## config.mk

```make
export PLATFORM = sky130hd
export DESIGN_NAME = u_lsu
export DESIGN_NICKNAME = d
export VERILOG_FILES = /design/src/rtl/u_lsu.sv
export SDC_FILE = /design/constraint.sdc
export NUM_CORES = 1
export LEC_CHECK = 0
export CORE_MARGIN = 2
export CORE_UTILIZATION = 50
export CTS_BUF_LIST = sky130_fd_sc_hd__clkbuf_8 sky130_fd_sc_hd__clkbuf_16
export CTS_CLUSTER_DIAMETER = 50
export DETAILED_ROUTE_END_ITERATION = 8
export PLACE_DENSITY = 0.95
export SLEW_MARGIN = 20
export SYNTH_ARGS = -nofsm -noshare
export SYNTH_HDL_FRONTEND = slang
export SYNTH_SLANG_ARGS = --single-unit
export TNS_END_PERCENT = 10
```

## constraint.sdc

```tcl
create_clock -name clk -period 3.9 [get_ports clk]
set_input_delay 0.975 -clock clk [delete_from_list [all_inputs] [get_ports clk]]
set_output_delay 0.975 -clock clk [all_outputs]
set_load 0.05 [all_outputs]
```

## src/rtl/u_lsu.sv

```systemverilog
// u_lsu -- RV32I load/store unit sitting directly downstream of u_exe.
// Takes one memory op per ex_valid/ex_ready handshake and drives a
// req/gnt/rvalid data-memory port. Store data is lane-replicated and load data
// is extracted and sign/zero-extended for a 1-cycle register-file writeback.
// Illegal funct3 and timed-out accesses pulse lsu_err and latch the op address.
//
// Build option: define MISALIGN_TRAP_EN to trap misaligned halfword/word
// accesses (no bus access, error pulse). Without it the low address bits are
// forced down to size alignment and the access proceeds normally.
module u_lsu #(
   parameter int unsigned TO_CYC = 255,  // req->rvalid cycle budget, 0 = no timeout
   parameter int unsigned CW     = 8     // timeout counter width, TO_CYC < 2**CW
) (
   input  logic        clk,
   input  logic        rst,
   input  logic        ex_valid,
   output logic        ex_ready,
   input  logic        ex_ld,
   input  logic        ex_st,
   input  logic [2:0]  ex_funct3,
   input  logic [31:0] ex_addr,
   input  logic [31:0] ex_wdata,
   input  logic [4:0]  ex_rd_a,
   output logic        dmem_req,
   output logic        dmem_we,
   output logic [31:0] dmem_addr,
   output logic [3:0]  dmem_be,
   output logic [31:0] dmem_wdata,
   input  logic        dmem_gnt,
   input  logic        dmem_rvalid,
   input  logic [31:0] dmem_rdata,
   output logic        rf_rd_e,
   output logic [4:0]  rf_rd_a,
   output logic [31:0] rf_rd_i,
   output logic        lsu_err,
   output logic [31:0] lsu_err_addr
);

   localparam logic [CW-1:0] TO_LIM = CW'(TO_CYC);
   localparam bit            TO_EN  = (TO_CYC != 0);

   typedef enum logic [1:0] {
      S_IDLE = 2'd0,
      S_REQ  = 2'd1,
      S_WAIT = 2'd2
   } state_e;

   state_e        state_q,      state_d;
   logic [CW-1:0] cnt_q,        cnt_d;
   logic          we_q,         we_d;
   logic [31:0]   addr_q,       addr_d;      // raw address of the op in flight
   logic [1:0]    lane_q,       lane_d;      // aligned byte lane used for extract
   logic [3:0]    be_q,         be_d;
   logic [31:0]   wdata_q,      wdata_d;
   logic [2:0]    f3_q,         f3_d;
   logic [4:0]    rd_q,         rd_d;
   logic          rf_rd_e_q,    rf_rd_e_d;
   logic [4:0]    rf_rd_a_q,    rf_rd_a_d;
   logic [31:0]   rf_rd_i_q,    rf_rd_i_d;
   logic          err_q,        err_d;
   logic [31:0]   err_addr_q,   err_addr_d;

   logic          accept;
   logic          f3_legal;
   logic          go_bus;
   logic [1:0]    lane_c;
   logic [3:0]    be_c;
   logic [31:0]   wdata_c;
`ifdef MISALIGN_TRAP_EN
   logic          misalign;
`endif

   logic [7:0]    ld_byte;
   logic [15:0]   ld_half;
   logic [31:0]   ld_data;
   logic          to_hit;

   // Decode the op offered by u_exe: legality, byte lane, enables, store data.
   always_comb begin
      // NOTE: every signal driven here gets a default first, so no path through
      // the case statements can leave one unassigned and infer a latch.
      accept  = (state_q == S_IDLE) && ex_valid && (ex_ld || ex_st);
      lane_c  = 2'b00;
      be_c    = 4'hF;
      wdata_c = ex_wdata;

      // A load wins when both ex_ld and ex_st are set.
      if (ex_ld) begin
         f3_legal = ex_funct3 inside {3'b000, 3'b001, 3'b010, 3'b100, 3'b101};
      end else begin
         f3_legal = ex_funct3 inside {3'b000, 3'b001, 3'b010};
      end

      unique case (ex_funct3[1:0])
         2'b00: begin
            lane_c  = ex_addr[1:0];
            be_c    = 4'b0001 << ex_addr[1:0];
            wdata_c = {4{ex_wdata[7:0]}};
         end
         2'b01: begin
            // Halfword lane is forced even; with the trap enabled an odd
            // address never reaches the bus anyway.
            lane_c  = {ex_addr[1], 1'b0};
            be_c    = 4'b0011 << {ex_addr[1], 1'b0};
            wdata_c = {2{ex_wdata[15:0]}};
         end
         default: ;
      endcase

`ifdef MISALIGN_TRAP_EN
      misalign = ((ex_funct3[1:0] == 2'b01) && ex_addr[0]) ||
                 ((ex_funct3[1:0] == 2'b10) && (ex_addr[1:0] != 2'b00));
      go_bus   = f3_legal && !misalign;
`else
      go_bus   = f3_legal;
`endif
   end

   // Pick the addressed byte/halfword out of the response word and extend it.
   always_comb begin
      ld_byte = dmem_rdata[{lane_q, 3'b000} +: 8];
      ld_half = dmem_rdata[{lane_q[1], 4'b0000} +: 16];
      unique case (f3_q)
         3'b000:  ld_data = {{24{ld_byte[7]}}, ld_byte};
         3'b100:  ld_data = {24'h0, ld_byte};
         3'b001:  ld_data = {{16{ld_half[15]}}, ld_half};
         3'b101:  ld_data = {16'h0, ld_half};
         default: ld_data = dmem_rdata;
      endcase
   end

   // The counter would reach the limit on this edge.
   assign to_hit = TO_EN && ((cnt_q + CW'(1)) == TO_LIM);

   // Next-state logic: IDLE -> REQ (until gnt) -> WAIT (until rvalid) -> IDLE.
   always_comb begin
      state_d    = state_q;
      cnt_d      = cnt_q;
      we_d       = we_q;
      addr_d     = addr_q;
      lane_d     = lane_q;
      be_d       = be_q;
      wdata_d    = wdata_q;
      f3_d       = f3_q;
      rd_d       = rd_q;
      rf_rd_e_d  = 1'b0;
      rf_rd_a_d  = rf_rd_a_q;
      rf_rd_i_d  = rf_rd_i_q;
      err_d      = 1'b0;
      err_addr_d = err_addr_q;

      unique case (state_q)
         S_IDLE: begin
            if (accept) begin
               cnt_d = '0;
               if (go_bus) begin
                  state_d = S_REQ;
                  we_d    = !ex_ld;
                  addr_d  = ex_addr;
                  lane_d  = lane_c;
                  be_d    = be_c;
                  wdata_d = wdata_c;
                  f3_d    = ex_funct3;
                  rd_d    = ex_rd_a;
               end else begin
                  // Rejected op is consumed without touching the bus.
                  err_d      = 1'b1;
                  err_addr_d = ex_addr;
               end
            end
         end
         S_REQ: begin
            cnt_d = cnt_q + CW'(1);
            if (to_hit) begin
               state_d    = S_IDLE;
               err_d      = 1'b1;
               err_addr_d = addr_q;
            end else if (dmem_gnt) begin
               state_d = S_WAIT;
            end
         end
         S_WAIT: begin
            cnt_d = cnt_q + CW'(1);
            // A response arriving on the last allowed cycle still completes.
            if (dmem_rvalid) begin
               state_d = S_IDLE;
               if (!we_q && (rd_q != 5'd0)) begin
                  rf_rd_e_d = 1'b1;
                  rf_rd_a_d = rd_q;
                  rf_rd_i_d = ld_data;
               end
            end else if (to_hit) begin
               state_d    = S_IDLE;
               err_d      = 1'b1;
               err_addr_d = addr_q;
            end
         end
         default: state_d = S_IDLE;
      endcase
   end

   // State and datapath registers with synchronous reset.
   always_ff @(posedge clk) begin
      // NOTE: non-blocking assignments so every register samples the values
      // from before this edge, independent of statement order.
      if (rst) begin
         state_q    <= S_IDLE;
         cnt_q      <= '0;
         we_q       <= 1'b0;
         addr_q     <= '0;
         lane_q     <= '0;
         be_q       <= '0;
         wdata_q    <= '0;
         f3_q       <= '0;
         rd_q       <= '0;
         rf_rd_e_q  <= 1'b0;
         rf_rd_a_q  <= '0;
         rf_rd_i_q  <= '0;
         err_q      <= 1'b0;
         err_addr_q <= '0;
      end else begin
         state_q    <= state_d;
         cnt_q      <= cnt_d;
         we_q       <= we_d;
         addr_q     <= addr_d;
         lane_q     <= lane_d;
         be_q       <= be_d;
         wdata_q    <= wdata_d;
         f3_q       <= f3_d;
         rd_q       <= rd_d;
         rf_rd_e_q  <= rf_rd_e_d;
         rf_rd_a_q  <= rf_rd_a_d;
         rf_rd_i_q  <= rf_rd_i_d;
         err_q      <= err_d;
         err_addr_q <= err_addr_d;
      end
   end

   assign ex_ready     = (state_q == S_IDLE) && !rst;
   assign dmem_req     = (state_q == S_REQ);
   assign dmem_we      = we_q;
   assign dmem_addr    = {addr_q[31:2], 2'b00};
   assign dmem_be      = be_q;
   assign dmem_wdata   = wdata_q;
   assign rf_rd_e      = rf_rd_e_q;
   assign rf_rd_a      = rf_rd_a_q;
   assign rf_rd_i      = rf_rd_i_q;
   assign lsu_err      = err_q;
   assign lsu_err_addr = err_addr_q;

endmodule

```

After elaboration in Yosys (flattened, before gate mapping)
Index checks and enable logic that the tools add are counted.
W data, S select, Z words.

storage, ports and cells
  output and inout bits = 142
  flip-flop bits (word level) = 160
  input port bits = 111
  logic and storage cells = 87

cells by class
  muxes and demuxes = 25
  bitwise operators = 2
  add/subtract/negate cells = 1
  shift operators = 4
  reductions and logical operators = 24
  equality and inequality tests = 17

operators by type and width
  kind                   count
  $mux W32               4
  $pmux W32 S4           1
  $pmux W32 S3           1
  $pmux W32 S2           1
  $shiftx A32 B6 Y16     1
  $shiftx A32 B6 Y8      1
  $pmux W8 S2            1
  $eq A3 B3 Y1 const B   4
  $mux W2                6
  $reduce_bool A5 Y1     2
  $add A8 B1 Y8 const B  1
  $eq A8 B8 Y1 const B   1
  $mux W8                1
  $ne A2 B2 Y1 const B   4
  $pmux W4 S2            1
  $reduce_and A4 Y1      2
  $eq A3 B1 Y1 const B   2
  $logic_not A3 Y1       2
  $mux W1                6
  $pmux W2 S3            1
  $reduce_and A3 Y1      2
  $reduce_bool A3 Y1     2
  $eq A2 B1 Y1 const B   2
  $logic_and A1 B1 Y1    4
  other kinds (16)       20

Logic depth before layout (Yosys ltp)
Gate-level depths: netlist of run 1.

  depth in word-level cells = 6
  mapped depth = 9
  gate-level depth less buffers = 7

Worst setup path after synthesis of run 1
No wires, ideal clock.

  path kind = input-to-output
  start = in rst
  end = out ex_ready
  path slack = 0.749 ns
  data arrival time = 2.176 ns
  path buffers = 3
  required time = 2.925 ns
  cell stages on the path = 4
  path through = clkbuf_1 clkbuf_1 clkbuf_1 nor2_1

on the way
  word-level cells in the longest chain between the ends = 2

ends and longest elaborated chain
  item                 line  RTL
  start: declaration   15    input logic rst,
  $logic_not A1 Y1     239   assign ex_ready = (state_q == S_IDLE) && !rst;
  $logic_and A1 B1 Y1  239
  end: declaration     17    output logic ex_ready,

No other way between the ends.

Worst setup path in the final report of run 1
  start = reg state_q[0]
  end = out ex_ready

on the way
  word-level cells in the longest chain between the ends = 2

ends and longest elaborated chain
  item                      line  RTL
  start: declaration        48    state_e state_q, state_d;
  start signal: assignment  222   state_q <= state_d;
  $logic_not A2 Y1          239
  $logic_and A1 B1 Y1       239

No other way between the ends.

==> results.sh, run 1 <==
export IMPL_clk_pin_slew_ps=60
export IMPL_clock_fmax_ghz=0.314
export IMPL_status="finished clean"
export IMPL_setup_viol=0
export IMPL_clock_path_buffers=2
export IMPL_final_core_util_pct=71.7
export IMPL_numCtsBuffers=17
export IMPL_cts_tree="done"
export IMPL_fin_nets=1226
export IMPL_cts_resized=0
export IMPL_dpl_cell_area_mm2=0.00984
export IMPL_power_density_mw_per_mm2=567
export IMPL_synth_ff_type="dfxtp_1"
export IMPL_yosys_top_cells_area="dfxtp_1, nand2_1, a21oi_1"
export IMPL_die_x_um=127
export IMPL_first_pass_iters=5
export IMPL_multi_input_area_mm2=0.00371
export IMPL_gp_congestion=0.864
export IMPL_maxSlewHeadroom_pct=41.5
export IMPL_post_cts_setup_buffers=0
export IMPL_synth_edff_count=0
export IMPL_min_delay_path_class="reg -> reg"
export IMPL_grtUsageTotal_pct=28.1
export IMPL_synth_cell_types=50
export IMPL_power_mw=5.93
export IMPL_async_reset_ff_share_pct=0
export IMPL_cp_required_ps=2920
export IMPL_final_cell_mix="clkdlybuf4s50_1, nand2_1, dfxtp_1, a21oi_1, nor2_1"
export IMPL_grt_overflow_total=0
export IMPL_ios=253
export IMPL_ys_seq_area_share_pct=42.7
export IMPL_rows=44
export IMPL_area_growth_syn_to_layout_pct=39.5
export IMPL_slew_violations=0
export IMPL_grt_max_degree=61
export IMPL_layout_drive_gt1_share_pct=8.29
export IMPL_final_cell_area_mm2=0.0105
export IMPL_power_leakage_nw=3.74
export IMPL_hold_viol_final=0
export IMPL_synthCells=930
export IMPL_start_util_pct=51.4
export IMPL_drv_cap=0
export IMPL_antenna_found_initial=1
export IMPL_vias=7471
export IMPL_hold_ws_ps=454
export IMPL_numPortBuffers=250
export IMPL_fin_crit_sh_pct=81.6
export IMPL_yosysTopAreaCell="dfxtp_1"
export IMPL_rsz0062_at_grt="no"
export IMPL_final_common_cell="clkdlybuf4s50_1"
export IMPL_wl_um=22900
export IMPL_ys_ff_latch=160
export IMPL_start_kind="register"
export IMPL_fin_skew_ps=8.40
export IMPL_via_per_inst=5.72
export IMPL_wl_per_cell_um=17.6
export IMPL_arrival_ps=2210
export IMPL_cts_root_buf="clkbuf_16"
export IMPL_syn_area_mm2=0.00750
export IMPL_core_mm2=0.0146
export IMPL_nFillCells=1052
export IMPL_htreeDepth=4
export IMPL_clk_latency_ps=420
export IMPL_ant_nets=0
export IMPL_hold_buffers=0
export IMPL_post_route_drc_count=0
export IMPL_tightest_slew_ps=855
export IMPL_die_y_um=127
export IMPL_regArea_mm2=0.00320
export IMPL_critPathKind="reg -> out"
export IMPL_cp_end_kind="output pin"
export IMPL_dieArea_mm2=0.0160
export IMPL_grt_pass1_vias=7046
export IMPL_avgSynthCellArea_um2=8.07
export IMPL_vdd_ir_drop_max_mv=0.438
export IMPL_antenna_cells=0
export IMPL_final_setup_tns_ps=0
export IMPL_path_max_fanout=4
export IMPL_fin_crit_ps=3180
export IMPL_ys_warn_count=0
export IMPL_drtIter0Drc=459
export IMPL_cts_sinks=160
export IMPL_synth_top_area_share_pct=42.7
export IMPL_dp_hpwl_um=15900
export IMPL_grt_pass1_wl_um=36500
[cell usage after synthesis, drive strengths merged (6+ instances only)]
cell     number
clkbuf       68
nand2       215
nand2b        7
buf          43
o221ai        7
ha            6
a211oi       11
mux2i        23
nor4         33
nor2         43
a31o         32
and3          8
a21oi       110
nor2b         6
mux2         33
dfxtp       160
inv          11
a2bb2oi       6
a311oi        8
nor3          9
o21ai        49
[state kept, by name, indices dropped and copies added (netlist names)]
signal	count
addr_q	32
dmem_wdata	32
state_q	2
lane_q	2
dmem_we	1
rf_rd_e	1
rf_rd_a	5
lsu_err_addr	32
f3_q	3
lsu_err	1
rd_q	5
dmem_be	4
cnt_q	8
rf_rd_i	32
[routing by layer]
| metal | vias to the layer above | wire, µm | track usage (%) |
|---|---|---|---|
| met5 | - | 0 | 0 |
| met4 | 0 | 1020 | 13.8 |
| met3 | 65 | 1910 | 7.38 |
| met2 | 328 | 11000 | 47.2 |
| met1 | 3507 | 8970 | 33.2 |
| li1 | 3571 | - | - |
[critical path: stages (launching register included)]
cell	delay, ps
dfxtp_1	320
inv_1	100
ha_1	230
inv_1	110
nor2_1	180
clkdlybuf4s50_1	840
[report_power, final]
| group | internal [mW] | total [mW] | leakage (nW) | switching (mW) |
|---|---|---|---|---|
| sequential | 1.81 | 1.94 | 1.30 | 0.122 |
| combinational | 0.817 | 2.25 | 2.14 | 1.44 |
| clock | 1.06 | 1.74 | 0.303 | 0.681 |
| total | 3.69 | 5.93 | 3.74 | 2.24 |
[path summary, 6_finish.rpt]
| kind | from | end | slack [ps] | cells past startpoint |
|---|---|---|---|---|
| worst max-delay path | state_q[0] | ex_ready | 720 | 5 |
| worst min-delay path | rf_rd_a[2] | rf_rd_a[2] | 450 | 2 |
| worst max register to register | state_q[0] | lsu_err_addr[0] | 1450 | 7 |
| worst min register to register | rf_rd_a[2] | rf_rd_a[2] | 450 | 2 |
[kinds of logic after synthesis]
| logic type | count (synthesis) | synth area share (%) |
|---|---|---|
| AOI/OAI and AO/OA | 243 | 20.0 |
| xor gates and xnor gates | 1 | 0.117 |
| adders and majority gates | 6 | 1.00 |
| buffers and inverters | 122 | 8.15 |
| DFF | 160 | 42.7 |
| muxes | 57 | 8.32 |
| other | 1 | 0.0500 |
| and+or+nand+nor | 340 | 19.7 |
[per-stage QoR]
| stage | instances | setup WS, ps |
|---|---|---|
| floorplan | 931 | 749 |
| global placement | 1274 | 550 |
| detailed placement | 1274 | 505 |
| CTS | 1306 | 677 |
| global route | 1306 | 581 |
| finish | 1306 | 718 |
[final cells by class]
cell class / instances / area share [%]
Clock buffer: 20 / 4.46
Clock inverter: 12 / 1.48
Inverter: 11 / 0.394
Multi-Input combinational cell: 649 / 35.4
Sequential cell: 160 / 30.6
Tap cell: 184 / 2.20
Timing Repair Buffer: 270 / 25.4
Power figures use the tool's default switching activity.
==> run 2, diff against run 1 <==
--- a/config.mk
+++ b/config.mk
@@ -6,11 +6,11 @@
 export NUM_CORES = 1
 export LEC_CHECK = 0
 export CORE_MARGIN = 2
-export CORE_UTILIZATION = 50
+export CORE_UTILIZATION = 42
 export CTS_BUF_LIST = sky130_fd_sc_hd__clkbuf_8 sky130_fd_sc_hd__clkbuf_16
 export CTS_CLUSTER_DIAMETER = 50
 export DETAILED_ROUTE_END_ITERATION = 8
-export PLACE_DENSITY = 0.95
+export PLACE_DENSITY = 0.88
 export SLEW_MARGIN = 20
 export SYNTH_ARGS = -nofsm -noshare
 export SYNTH_HDL_FRONTEND = slang
==> constraint.sdc (replaced) <==
create_clock -name clk -period 2.69 [get_ports clk]
set_input_delay 0.6725 -clock clk [delete_from_list [all_inputs] [get_ports clk]]
set_output_delay 0.6725 -clock clk [all_outputs]
set_load 0.05 [all_outputs]
==> run 2 against run 1 <==
Compared with the run above: register-to-register slack worse by 940 ps; core utilization is 10 points lower; cell count is 4.6% higher; clock power is 33% higher; flip-flop and latch count stayed put; first-iteration DRC count is 4.1% higher; clock-buffer cell count is 3 lower; wire length is 2.6% higher; sequential share of layout area is 0.60 points lower; via count is 1.2% higher; critical endpoint is now dmem_req; largest cell class unchanged; highest routed layer unchanged.
==> results.sh, run 2 (synthesis results as in run 1) <==
export IMPL_drtIter0Drc=478
export IMPL_critPathMaxStageDelay_ps=840
export IMPL_post_cts_setup_buffers=0
export IMPL_p_sw_share_pct=39.0
export IMPL_hold_viol_final=0
export IMPL_nFillCells=1477
export IMPL_dieArea_mm2=0.0190
export IMPL_post_route_drc_count=0
export IMPL_start_util_pct=43.2
export IMPL_sequentialPowerShare_pct=32.7
export IMPL_core_mm2=0.0174
export IMPL_fin_crit_sh_pct=95.4
export IMPL_ant_nets=0
export IMPL_antenna_cells=0
export IMPL_post_place_cells=1334
export IMPL_reg2reg_slack_ps=510
export IMPL_htreeDepth=4
export IMPL_grtUsageTotal_pct=24.5
export IMPL_clock_path_buffers=2
export IMPL_status="finished clean"
export IMPL_setup_viol=0
export IMPL_dp_hpwl_um=16700
export IMPL_power_density_mw_per_mm2=802
export IMPL_clk_pin_slew_ps=60
export IMPL_combPwrFrac_pct=40.3
export IMPL_cts_sinks=160
export IMPL_rr_endpoint="lsu_err_addr[13]"
export IMPL_drv_cap=0
export IMPL_cp_required_ps=2020
export IMPL_rows=48
export IMPL_antenna_found_initial=0
export IMPL_hold_end="dmem_wdata[1]"
export IMPL_slew_violations=0
export IMPL_internal_power_mw=5.23
export IMPL_final_cell_mix="clkdlybuf4s50_1, nand2_1, dfxtp_1, a21oi_1, nor2_1"
export IMPL_vias=7560
export IMPL_cts_root_buf="clkbuf_16"
export IMPL_fin_skew_ps=17.6
export IMPL_grt_pass1_wl_um=36800
export IMPL_numPortBuffers=250
export IMPL_arrival_ps=1890
export IMPL_wl_per_cell_um=17.2
export IMPL_area_growth_syn_to_layout_pct=42.3
export IMPL_final_cell_area_mm2=0.0107
export IMPL_final_common_cell="clkdlybuf4s50_1"
export IMPL_reg2regPathDepth=7
export IMPL_dpl_cell_area_mm2=0.0101
export IMPL_grt_pass1_vias=7470
export IMPL_path_max_fanout=4
export IMPL_first_pass_iters=5
export IMPL_maxSlewHeadroom_pct=45.8
export IMPL_hold_start="dmem_wdata[1]"
export IMPL_layout_drive_gt1_share_pct=9.99
export IMPL_final_setup_tns_ps=0
export IMPL_start_kind="register"
export IMPL_cp_end_kind="output pin"
export IMPL_ios=253
export IMPL_critPathKind="reg -> out"
export IMPL_cp_cell_sequence="inv_1, ha_1, clkdlybuf4s50_1"
export IMPL_crit_path_top_delay_cell="clkdlybuf4s50_1"
export IMPL_clock_fmax_ghz=0.390
export IMPL_clk_latency_ps=430
export IMPL_fin_nets=1245
export IMPL_rsz0062_at_grt="no"
export IMPL_die_x_um=138
export IMPL_vdd_ir_drop_max_mv=0.463
export IMPL_wl_um=23500
export IMPL_numCtsBuffers=17
export IMPL_p_clk_share_pct=27.0
export IMPL_die_y_um=138
export IMPL_min_delay_path_class="reg -> reg"
export IMPL_instances_no_fill=1366
export IMPL_r2r_start="state_q[1]"
export IMPL_hold_buffers=0
export IMPL_grt_max_degree=77
export IMPL_cts_tree="done"
export IMPL_power_leakage_nw=3.83
export IMPL_fin_crit_ps=2570
export IMPL_p_sw_mw=3.34
export IMPL_grt_overflow_total=0
export IMPL_gp_congestion=0.924
export IMPL_cts_resized=0
export IMPL_via_per_inst=5.53
export IMPL_tightest_slew_ps=813
export IMPL_crit_start="state_q[1]"
export IMPL_min_path_cells=2
==> run 2: changes by cell type in the layout (fill, tap and decap cells not counted), moves of 2 or more <==
cell	delta
buf_12	+6
buf_4	+14
bufinv_16	-2
clkbuf_8	-3
clkinv_2	+2
inv_6	+3
==> run 2: final cells by class <==
type | count | area [µm²] | share of cell area (%)
Clock buffer | 17 | 425 | 3.98
Clock inverter | 15 | 133 | 1.24
Inverter | 11 | 41.3 | 0.387
Multi-Input combinational cell | 649 | 3720 | 34.8
Sequential cell | 160 | 3200 | 30.0
Tap cell | 225 | 282 | 2.64
Timing Repair Buffer | 289 | 2880 | 27.0
==> run 2: worst max-delay path by stage <==
stage               slack [ps]         end
floorplan                  140    ex_ready
global placement            50  dmem_be[0]
detailed placement          20  dmem_be[0]
CTS                        100    dmem_req
global route                70    dmem_req
finish                     120    dmem_req
==> run 2: power by group through the flow <==
stage | combinational [mW] | sequential, mW | clock (mW)
detailed placement | 3.43 | 2.85 | 0
global route | 3.67 | 2.83 | 2.46
CTS | 3.45 | 2.80 | 2.35
global placement | 3.40 | 2.84 | 0
finish | 3.45 | 2.80 | 2.31
floorplan | 1.67 | 3.46 | 0
==> run 2: critical path: cells and delay by family (launching register included) <==
family / cells / cell delay, ps
buf+inv: 2 / 930
flops: 1 / 340
fa+ha+maj: 1 / 200
==> run 2: metrics by stage <==
step | setup slack (ps) | power [mW] | util [%] | hold WS, ps
after floorplan | 144 | 5.14 | - | 433
after global placement | 51.9 | 6.24 | 58.3 | 438
after detailed placement | 23.5 | 6.28 | 58.3 | 447
after CTS | 96.7 | 8.60 | 61.5 | 456
after global routing | 69.7 | 8.96 | 61.5 | 471
final | 124 | 8.56 | 61.5 | 453
==> run 2: per-layer routing <==
metal | wire [µm] | vias to the layer above | part of all wire, % | global-route usage (%)
li1 | - | 3604 | - | -
met1 | 9270 | 3587 | 39 | 28.3
met2 | 11300 | 315 | 48 | 41.8
met3 | 2150 | 54 | 9.1 | 7.14
met4 | 772 | 0 | 3.3 | 11.2
met5 | 0 | - | 0 | 0
==> run 3, diff against run 2 <==
--- a/config.mk
+++ b/config.mk
@@ -6,11 +6,11 @@
 export NUM_CORES = 1
 export LEC_CHECK = 0
 export CORE_MARGIN = 2
-export CORE_UTILIZATION = 42
+export CORE_UTILIZATION = 46
 export CTS_BUF_LIST = sky130_fd_sc_hd__clkbuf_8 sky130_fd_sc_hd__clkbuf_16
 export CTS_CLUSTER_DIAMETER = 50
 export DETAILED_ROUTE_END_ITERATION = 8
-export PLACE_DENSITY = 0.88
+export PLACE_DENSITY = 0.91
 export SLEW_MARGIN = 20
 export SYNTH_ARGS = -nofsm -noshare
 export SYNTH_HDL_FRONTEND = slang
==> constraint.sdc (replaced) <==
create_clock -name clk -period 2.7 [get_ports clk]
set_input_delay 0.675 -clock clk [delete_from_list [all_inputs] [get_ports clk]]
set_output_delay 0.675 -clock clk [all_outputs]
set_load 0.05 [all_outputs]
==> run 3 against run 2 <==
Compared with the run above: register-to-register slack improved by 40 ps; hold slack improved by 2.4 ps; global-route usage increased by 2.6 points; total power increased by 3.3%; critical path depth unchanged; combinational power about the same; clock power increased by 14%; setup slack got worse by 1.8 ps; non-clock buffer count decreased by 4; clock-buffer cell count unchanged; largest power group unchanged; first-iteration DRC count increased by 7.5%; cell count decreased by 0.95%.
==> results.sh, run 3 (synthesis results as in run 1) <==
export IMPL_status="finished clean"
export IMPL_numCtsBuffers=17
export IMPL_setup_viol=0
export IMPL_hold_viol_final=0
export IMPL_grtUsageTotal_pct=27.2
export IMPL_min_path_cells=2
export IMPL_cts_root_buf="clkbuf_16"
export IMPL_clk_latency_ps=420
export IMPL_cp_buffers_inverters=2
export IMPL_fin_skew_ps=9.61
export IMPL_slew_violations=0
export IMPL_cts_resized=0
export IMPL_fin_crit_sh_pct=95.5
export IMPL_hold_ws_ps=456
export IMPL_post_route_drc_count=0
export IMPL_cp_end_kind="output pin"
export IMPL_rr_endpoint="rf_rd_i[11]"
export IMPL_maxSlewHeadroom_pct=30.6
export IMPL_numPortBuffers=250
export IMPL_ant_nets=0
export IMPL_grt_overflow_total=0
export IMPL_first_pass_iters=5
export IMPL_post_place_cells=1321
export IMPL_htreeDepth=4
export IMPL_wl_per_cell_um=17.8
export IMPL_gp_congestion=0.909
export IMPL_drtIter0Drc=514
export IMPL_start_kind="register"
export IMPL_rsz0062_at_grt="no"
export IMPL_tightest_slew_ps=1030
export IMPL_instances_no_fill=1353
export IMPL_die_y_um=132
export IMPL_critPathMaxStageDelay_ps=850
export IMPL_power_leakage_nw=3.84
export IMPL_critPathKind="reg -> out"
export IMPL_vias=7569
export IMPL_antenna_cells=0
export IMPL_rows=46
export IMPL_arrival_ps=1900
export IMPL_start_util_pct=47.1
export IMPL_core_mm2=0.0159
export IMPL_die_x_um=132
export IMPL_layout_drive_gt1_share_pct=9.32
export IMPL_path_depth=3
export IMPL_area_growth_syn_to_layout_pct=42.4
export IMPL_hold_buffers=0
export IMPL_wl_um=24100
export IMPL_final_cell_mix="clkdlybuf4s50_1, nand2_1, dfxtp_1, a21oi_1, nor2_1"
export IMPL_reg2reg_slack_ps=550
export IMPL_grt_pass1_wl_um=38300
export IMPL_min_delay_path_class="reg -> reg"
export IMPL_ios=253
export IMPL_drv_cap=0
export IMPL_fin_nets=1241
export IMPL_antenna_found_initial=0
export IMPL_vdd_ir_drop_max_mv=0.525
export IMPL_crit_path_top_delay_cell="clkdlybuf4s50_1"
export IMPL_crit_start="state_q[1]"
export IMPL_cp_top_family="buffers and inverters"
export IMPL_cts_sinks=160
export IMPL_via_per_inst=5.59
export IMPL_r2r_start="state_q[0]"
export IMPL_dp_hpwl_um=16900
export IMPL_dieArea_mm2=0.0174
export IMPL_cp_cell_sequence="inv_1, ha_1, clkdlybuf4s50_1"
export IMPL_grt_pass1_vias=7291
export IMPL_final_setup_tns_ps=0
export IMPL_cts_tree="done"
export IMPL_grt_max_degree=71
export IMPL_clock_path_buffers=2
export IMPL_clk_pin_slew_ps=60
export IMPL_power_density_mw_per_mm2=828
export IMPL_clock_fmax_ghz=0.388
export IMPL_post_cts_setup_buffers=0
export IMPL_fin_crit_ps=2580
export IMPL_path_max_fanout=4
export IMPL_final_common_cell="clkdlybuf4s50_1"
export IMPL_cp_required_ps=2030
export IMPL_crit_end="dmem_req"
export IMPL_reg2regPathDepth=7
## run 3: routing by layer
layer / track usage [%] / share of wire, % / wire [µm]
met2: 46.9 / 49 / 11800
met1: 31.8 / 40 / 9730
met3: 7.38 / 7.7 / 1850
met4: 11.5 / 2.8 / 686
met5: 0 / 0 / 0
## run 3: final cells by class
cell class                 count  area (µm²)
fill                        1249        5260
timing repair buffer         285        2820
inverter                      11        41.3
tap                          216         270
clock inverter                15         216
multi-input combinational    649        3710
sequential                   160        3200
clock buffer                  17         425
## run 3: tightest hold or removal path, stage by stage (launching register included)
cell,delay (ps)
dfxtp_1,310
nand2_1,50
a21oi_1,50
## run 3: where the power goes
group          total (mW)  switching [mW]  leakage [nW]  internal (mW)
Clock                2.64           0.998         0.312           1.64
Combinational        3.42            2.14          2.23           1.27
Sequential           2.79           0.173          1.30           2.62
## run 3: how the worst min path moves through the flow
stage          startpoint          to  slack (ps)
3_5_place_dp    addr_q[0]   addr_q[0]         450
2_1_floorplan   addr_q[0]   addr_q[0]         430
4_1_cts         addr_q[0]   addr_q[0]         460
3_3_place_gp    addr_q[0]   addr_q[0]         440
6_report       rf_rd_i[2]  rf_rd_i[2]         460
5_1_grt         addr_q[0]   addr_q[0]         470
## run 3: through the flow
stage / util [%] / setup WS (ps) / total power, mW / instance area, µm²
after floorplan: - / 149 / 5.12 / 7510
final: 67.0 / 122 / 8.84 / 10700
after global routing: 67.0 / 66.5 / 9.23 / 10700
after CTS: 67.0 / 103 / 8.88 / 10700
after detailed placement: 63.0 / -1.31 / 6.23 / 10000
after global placement: 63.0 / 82.1 / 6.18 / 10000
